File: src/rtl/gray_count_monitor.sv
// Gray-count consumer: registers the Gray count, converts it to binary, tracks direction/wrap/epoch,
// flags illegal steps and offers a req/ack snapshot. Optional error counter: GRAY_MON_ERRCNT_EN.
module gray_count_monitor #(
    parameter int WIDTH       = 8,
    parameter int EPOCH_WIDTH = 8
) (
    input  logic                   C,
    input  logic                   rst,
    input  logic [WIDTH-1:0]       gray_i,
    input  logic                   snap_req_i,
    input  logic                   snap_ack_i,
    output logic [WIDTH-1:0]       bin_o,
    output logic [EPOCH_WIDTH-1:0] epoch_o,
    output logic                   dir_o,
    output logic                   wrap_o,
    output logic                   step_err_o,
    output logic                   snap_valid_o,
    output logic [WIDTH-1:0]       snap_bin_o,
    output logic [EPOCH_WIDTH-1:0] snap_epoch_o,
    output logic [7:0]             err_cnt_o
);

    localparam logic [0:0] ST_IDLE = 1'b0;
    localparam logic [0:0] ST_HOLD = 1'b1;

    localparam logic [WIDTH-1:0] ONE      = {{(WIDTH-1){1'b0}}, 1'b1};
    localparam logic [WIDTH-1:0] ALL_ONES = {WIDTH{1'b1}};

    logic [WIDTH-1:0]       gray_q_reg;
    logic                   gray_q_valid_reg;
    logic                   primed_reg;
    logic [WIDTH-1:0]       bin_reg;
    logic [EPOCH_WIDTH-1:0] epoch_reg;
    logic                   dir_reg;
    logic                   wrap_reg;
    logic                   step_err_reg;
    logic [0:0]             state_reg;
    logic                   snap_valid_reg;
    logic [WIDTH-1:0]       snap_bin_reg;
    logic [EPOCH_WIDTH-1:0] snap_epoch_reg;

    logic [WIDTH-1:0]       bin_next;
    logic [WIDTH-1:0]       delta;
    logic                   classify;
    logic                   step_up;
    logic                   step_down;
    logic                   step_illegal;

    // Each binary bit is the XOR of all Gray bits at or above it.
    generate
        for (genvar gi = 0; gi < WIDTH; gi++) begin : g_gray2bin
            assign bin_next[gi] = ^gray_q_reg[WIDTH-1:gi];
        end
    endgenerate

    // gray_q_valid_reg keeps the reset value of gray_q_reg from being taken as a real sample.
    assign classify     = gray_q_valid_reg && primed_reg;
    assign delta        = bin_next - bin_reg;
    assign step_up      = classify && (delta == ONE);
    assign step_down    = classify && (delta == ALL_ONES);
    assign step_illegal = classify && (delta != '0) && !step_up && !step_down;

    always_ff @(posedge C) begin
        if (rst) begin
            gray_q_reg       <= '0;
            gray_q_valid_reg <= 1'b0;
            primed_reg       <= 1'b0;
            bin_reg          <= '0;
            epoch_reg        <= '0;
            dir_reg          <= 1'b0;
            wrap_reg         <= 1'b0;
            step_err_reg     <= 1'b0;
        end else begin
            gray_q_reg       <= gray_i;
            gray_q_valid_reg <= 1'b1;
            bin_reg          <= bin_next;
            wrap_reg         <= 1'b0;
            if (gray_q_valid_reg && !primed_reg) begin
                primed_reg <= 1'b1;
            end
            if (step_up) begin
                dir_reg <= 1'b1;
                if (bin_next == '0) begin
                    epoch_reg <= epoch_reg + 1'b1;
                    wrap_reg  <= 1'b1;
                end
            end
            if (step_down) begin
                dir_reg <= 1'b0;
                if (bin_next == ALL_ONES) begin
                    epoch_reg <= epoch_reg - 1'b1;
                    wrap_reg  <= 1'b1;
                end
            end
            if (step_illegal) begin
                step_err_reg <= 1'b1;
            end
        end
    end

`ifdef GRAY_MON_ERRCNT_EN
    logic [7:0] err_cnt_reg;

    always_ff @(posedge C) begin
        if (rst) begin
            err_cnt_reg <= '0;
        end else if (step_illegal && (err_cnt_reg != 8'hFF)) begin
            err_cnt_reg <= err_cnt_reg + 8'd1;
        end
    end

    assign err_cnt_o = err_cnt_reg;
`else
    assign err_cnt_o = '0;
`endif

    // Snapshot captures the outputs visible this cycle, before this edge's update.
    always_ff @(posedge C) begin
        if (rst) begin
            state_reg      <= ST_IDLE;
            snap_valid_reg <= 1'b0;
            snap_bin_reg   <= '0;
            snap_epoch_reg <= '0;
        end else begin
            case (state_reg)
                ST_IDLE: begin
                    if (snap_req_i) begin
                        snap_bin_reg   <= bin_reg;
                        snap_epoch_reg <= epoch_reg;
                        snap_valid_reg <= 1'b1;
                        state_reg      <= ST_HOLD;
                    end
                end
                ST_HOLD: begin
                    if (snap_ack_i && snap_req_i) begin
                        snap_bin_reg   <= bin_reg;
                        snap_epoch_reg <= epoch_reg;
                    end else if (snap_ack_i) begin
                        snap_valid_reg <= 1'b0;
                        state_reg      <= ST_IDLE;
                    end
                end
                default: begin
                    snap_valid_reg <= 1'b0;
                    state_reg      <= ST_IDLE;
                end
            endcase
        end
    end

    assign bin_o        = bin_reg;
    assign epoch_o      = epoch_reg;
    assign dir_o        = dir_reg;
    assign wrap_o       = wrap_reg;
    assign step_err_o   = step_err_reg;
    assign snap_valid_o = snap_valid_reg;
    assign snap_bin_o   = snap_bin_reg;
    assign snap_epoch_o = snap_epoch_reg;

endmodule

File: config.mk
export PLATFORM = sky130hd
export DESIGN_NAME = gray_count_monitor
export DESIGN_NICKNAME = d
export VERILOG_FILES = /design/src/rtl/gray_count_monitor.sv
export SDC_FILE = /design/constraint.sdc
export NUM_CORES = 1
export LEC_CHECK = 0
export BUFFER_PORTS_ARGS = -buffer_cell sky130_fd_sc_hd__buf_2
export CAP_MARGIN = 20
export CELL_PAD_IN_SITES_DETAIL_PLACEMENT = 1
export CELL_PAD_IN_SITES_GLOBAL_PLACEMENT = 1
export CORE_UTILIZATION = 36
export CTS_CLUSTER_SIZE = 16
export DETAILED_ROUTE_END_ITERATION = 10
export PLACE_DENSITY_LB_ADDON = 0.1
export SLEW_MARGIN = 20
export SYNTH_ARGS = -nofsm -noshare
export SYNTH_HDL_FRONTEND = slang
export SYNTH_SLANG_ARGS = --single-unit
File: constraint.sdc
create_clock -name C -period 4.11 [get_ports C]
set_input_delay 0.6165 -clock C [delete_from_list [all_inputs] [get_ports C]]
set_output_delay 0.6165 -clock C [all_outputs]
set_load 0.01 [all_outputs]
Word-level counts from Yosys, hierarchy flattened

Index checks and enable logic that the tools add are counted.

Register bits after elaboration: 47
Bits of input ports: 12
Output and inout bits: 44
Word-level logic and storage cells: 69

Add/sub/neg operators: 3
Equality and inequality tests: 7
Mux-type cells: 23
Bitwise operators: 1
Reductions and logical operators: 23

Operators by type and width:

| cell                                                                    | number |
|---|---|
| 8-bit 2-to-1 mux                                                        | 8 |
| 8-bit case mux with 2 select lines                                      | 2 |
| 8-bit equality test, second input constant                              | 2 |
| 1-bit 2-to-1 mux                                                        | 11 |
| 8-bit by 1-bit adder with 8-bit output, second input constant           | 1 |
| 8-bit by 1-bit equality test with 1-bit output, second input constant   | 1 |
| 1-bit logical AND                                                       | 8 |
| 8-bit logical NOT                                                       | 1 |
| 8-bit nonzero test                                                      | 1 |
| 8-bit XOR reduction                                                     | 1 |
| 8-bit by 1-bit subtractor with 8-bit output, second input constant      | 1 |
| 8-bit subtractor                                                        | 1 |
| 7-bit XOR reduction                                                     | 1 |
| 2-bit inequality test, second input constant                            | 3 |
| 6-bit XOR reduction                                                     | 1 |
| 5-bit XOR reduction                                                     | 1 |
| 1-bit case mux with 2 select lines                                      | 2 |
| 4-bit XOR reduction                                                     | 1 |
| 1-bit logical NOT                                                       | 3 |
| 3-bit AND reduction                                                     | 1 |
| 3-bit XOR reduction                                                     | 1 |
| 2-bit by 1-bit inequality test with 1-bit output, second input constant | 1 |
| 2-bit AND reduction                                                     | 1 |
| 2-bit OR reduction                                                      | 1 |
| 2 further kinds                                                         | 2 |

Logic depth before layout (Yosys ltp)

Depth in word-level cells: 7
Mapped depth: 16
Mapped depth without buffers: 15

Least setup slack after synthesis

No wires, ideal clock.

Path kind: register -> register
From: reg gray_q_reg[7]
To: reg epoch_reg[4], in the netlist epoch_o[4]
Setup time: 0.123 ns
Data arrival time: 3.827 ns
Required time: 3.987 ns
Slack: 0.160 ns
Stages on the path, launching flop included: 16
Path buffers: 0
Clock period less this slack: 3.950 ns
Cell sequence: dfxtp_1 > inv_1 > ha_1 > xor2_1 > xnor2_1 > xnor2_1 > xnor2_1 > ha_1 > fa_1 > nand2b_1 > a21oi_1 > xor2_1 > o2111ai_1 > nor4_4 > a32oi_1 > mux2_1

Longest elaborated chain between the ends: 7
Elaborated cells on any way between the ends: 18
Classes of those cells: 1 x add/sub; 3 x eq/ne; 4 x mux; 10 x reduce/logical

RTL lines:

| item                                           | RTL line | text |
|---|---|---|
| from (decl)                                    | 29       | `logic [WIDTH-1:0] gray_q_reg;` |
| from (signal assigned)                         | 74       | `gray_q_reg <= gray_i;` |
| 2-bit XOR reduction *                          | 52       | `assign bin_next[gi] = ^gray_q_reg[WIDTH-1:gi];` |
| named net bin_next[6]                          | 42       | `logic [WIDTH-1:0] bin_next;` |
| 8-bit subtractor                               | 58       | `assign delta = bin_next - bin_reg;` |
| 8-bit by 1-bit equality test with 1-bit output | 59       | `assign step_up = classify && (delta == ONE);` |
| 1-bit logical AND                              | 59       |  |
| 8-bit 2-to-1 mux                               | 81       | `if (step_up) begin` |
| 8-bit 2-to-1 mux                               | 90       | `if (bin_next == ALL_ONES) begin` |
| 8-bit 2-to-1 mux *                             | 88       | `if (step_down) begin` |
| to (signal assigned)                           | 84       | `epoch_reg <= epoch_reg + 1'b1;` |
| to (signal assigned)                           | 91       | `epoch_reg <= epoch_reg - 1'b1;` |
| to (decl)                                      | 33       | `logic [EPOCH_WIDTH-1:0] epoch_reg;` |

The timed path passes the listed nets; every way through them passes the cells marked *.
A chain may end at the register's enable or synchronous reset.

Worst setup path after layout

From: reg gray_q_reg[6]
To: reg epoch_reg[6], in the netlist epoch_o[6]

The elaborated chain is that of the path after synthesis.

==> key figures <==
Power
  – Peak VDD IR: 0.000159 V
  – Power per cell area: 429 mW/mm^2
  – Leakage: 1.29 nW

GRT
  – Initial antenna violation count: 0
  – Vias in the first global route: 2105
  – Total grt overflow: 0
  – Largest net degree at the start of global routing: 52
  – Gr usage total: 17.5%
  – Global-route wire length before repair: roughly 10000 um

Timing
  – RSZ-0062 raised after global routing: yes
  – Final Hold Fails: 0
  – Final setup viols: 0
  – Final min period: 3940 ps
  – Worst setup margin: 170 ps
  – Pin slew with the least headroom to its limit: around 920 ps
  – Setup TNS: 0 ps
  – Max Clock Freq: between 0.2 and 0.3 GHz
  – Slew Viols, Final: 0
  – Max_slew headroom: between 30% and 40%
  – Final critical-path share of the clock period: 95.9%
  – Setup Skew: approximately 9.2 ps

Synth
  – FF+latch count, synth: 47
  – Mapped Avg Cell Area: 8.36 um^2
  – Main combinational cell family by area after synthesis: simple AND/OR/NAND/NOR gates
  – Top post-synthesis cells by count: dfxtp_1 (47), nand2_1 (40), a21oi_1 (28)
  – Multiplexer share of the synthesized area: 5.15%
  – Post-synth cell types: 52
  – Synth async-reset ratio: 0%
  – Area fraction in compound gates after synthesis: between 10% and 20%
  – Yosys warns: 0
  – Synth Area in Simple Gates: 22.5%
  – Xor/xnor share of the synthesized area: 6.59%
  – Number of flops mapped to enable cells by yosys: 0
  – Area contributors post-synth: dfxtp_1 (37%), ha_1 (5.9%), nand2_1 (5.9%)
  – Cells after Synth: roughly 300
  – Post-synth top flop: dfxtp_1
  – Mapped cell area: ~0.0025 mm^2
  – Adder-Cell Fraction of Synth Area: 6.74%
  – Top cell type's share of synthesized area: 37.2%
  – Most frequent cell after synthesis: dfxtp_1
  – Synth area leader: dfxtp_1
  – Seq/Total Area, Yosys: 37.2%

Die
  – Initial Utilization: 37.2%
  – Die X: roughly 86 um
  – Core Region: around 0.0068 mm^2
  – Top Ports: 56
  – Die Area: 0.00736 mm^2
  – Row count: 30
  – Die height: 85.8 um

Routing
  – TritonRoute pass-1 iters: 4
  – Via count: 2198
  – DR DRC count: 0
  – ANT nets after route: 0
  – Detailed Route WL: 6010 um
  – Routed len/inst: roughly 13 um
  – Number of DRC markers in iteration 0: 61
  – Via density: 4.91

CTS
  – Longest Clk Path Bufs: 2
  – Root buf cell: clkbuf_8
  – Clock Sinks: 47
  – Hold_buf cts: 0
  – Clk Latency, worst-skew pair: 300 ps
  – Clock transition at the registers of the reported paths: 90 ps
  – CTS Buf Count: 5
  – TritonCTS clock tree: yes
  – H-tree levels: 2

Critical path
  – Crit-path max FO: 10
  – Worst Path Arrival: 4120 ps
  – Worst stage delay on the critical path: ~390 ps
  – Critical path class: reg2reg
  – Nature of the critical path endpoint: register
  – Crit path required time: 4290 ps
  – Slowest CP cell: fa_1
  – CP startpoint kind: register
  – Critical-path cell list: inv_1, ha_1, xor2_2, xnor2_2, xnor2_1, xnor2_1, ha_1, fa_1, nand2b_1, a21oi_1, xor2_1, o2111ai_2, nor4_4, buf_4, a32oi_1, mux2_1

Cells and area
  – Nets: 376
  – Diode count: 0
  – Synthesis-to-finish area growth: 18.1%
  – Share of cells above drive strength 1: 22.4%

Placement
  – DP Wirelength: roughly 4500 um
  – GPL Wtd Cong: 0.798
  – PortBufs: 47
  – Pre-CTS WS: roughly 45 ps

Job
  – Max cap viols: 0

Min path
  – Hold Crit Class: reg2reg

Run status
  – Status: complete, no violations
stage by stage:
step | utilization (%) | cells | power, mW | cell area, um^2 | hold slack, ps
detailed placement | 41.7 | 439 | 0.962 | 2840 | 444
floorplan | - | 309 | 0.840 | 2550 | 435
global route | 43.9 | 448 | 1.38 | 2980 | 476
CTS | 43.1 | 447 | 1.27 | 2930 | 457
global placement | 41.7 | 439 | 0.957 | 2840 | 440
finish | 43.9 | 448 | 1.28 | 2980 | 453
logic make-up after synthesis:
logic type / count (synthesis)
AOI/OAI and AO/OA: 55
xor gates and xnor gates: 19
adders and majority gates: 13
buffers and inverters: 41
DFF: 47
muxes: 12
other: 1
and+or+nand+nor: 114
metal layers:
layer | global-route usage [%] | wire (um)
met1 | 23.1 | 3040
met5 | 0 | 0
met2 | 29.8 | 2770
met3 | 3.08 | 167
met4 | 4.09 | 25
critical path, delay by kind of cell, from the launching register on:
family	cells	cell delay (ps)
buffers and inverters	2	280
XOR/XNOR	5	1000
AND/OR/NAND/NOR	2	390
adder cells (fa/ha/maj)	3	970
multiplexers	1	330
AO/OA/AOI/OAI	3	520
flip-flops	1	350
timing repair:
| item | 4_1_cts | 5_1_grt |
|---|---|---|
| resized for setup | 0 | 7 |
| setup endpoints to repair | 0 | 9 |
| buffers inserted | 0 | 1 |
path summary, 6_finish.rpt:
path | from | endpoint | slack (ps) | depth (start not counted)
max reg2reg | gray_q_reg[6] | epoch_o[6] | 170 | 16
max | gray_q_reg[6] | epoch_o[6] | 170 | 16
min | snap_bin_o[0] | snap_bin_o[0] | 450 | 2
min reg2reg | snap_bin_o[0] | snap_bin_o[0] | 450 | 2
cell type report:
| type | instances | area [um^2] |
|---|---|---|
| timing repair buffer | 55 | 295 |
| fill | 850 | 3810 |
| tap | 96 | 120 |
| sequential | 47 | 941 |
| multi-input combinational | 221 | 1450 |
| clock buffer | 7 | 86.3 |
| clock inverter | 1 | 8.76 |
| inverter | 21 | 78.8 |
cell usage in the layout (no fill, tap or decap), drive strengths merged, types with 4 or more instances in the layout:
cell and n:
xnor2 13, mux2i 4, buf 55, clkbuf 7
nor2 23, nand2 40, a21oi 28, ha 12
mux2 8, nor2b 14, nor3 10, nand3 5
o21ai 4, conb 8, xor2 6, nand2b 4
dfxtp 47, inv 21
report_power, final:
group	total, mW	internal (mW)	switching (mW)
combinational	0.487	0.208	0.278
sequential	0.501	0.479	0.0219
clock	0.293	0.138	0.155
Note: power is estimated with default switching activity, not from simulation.
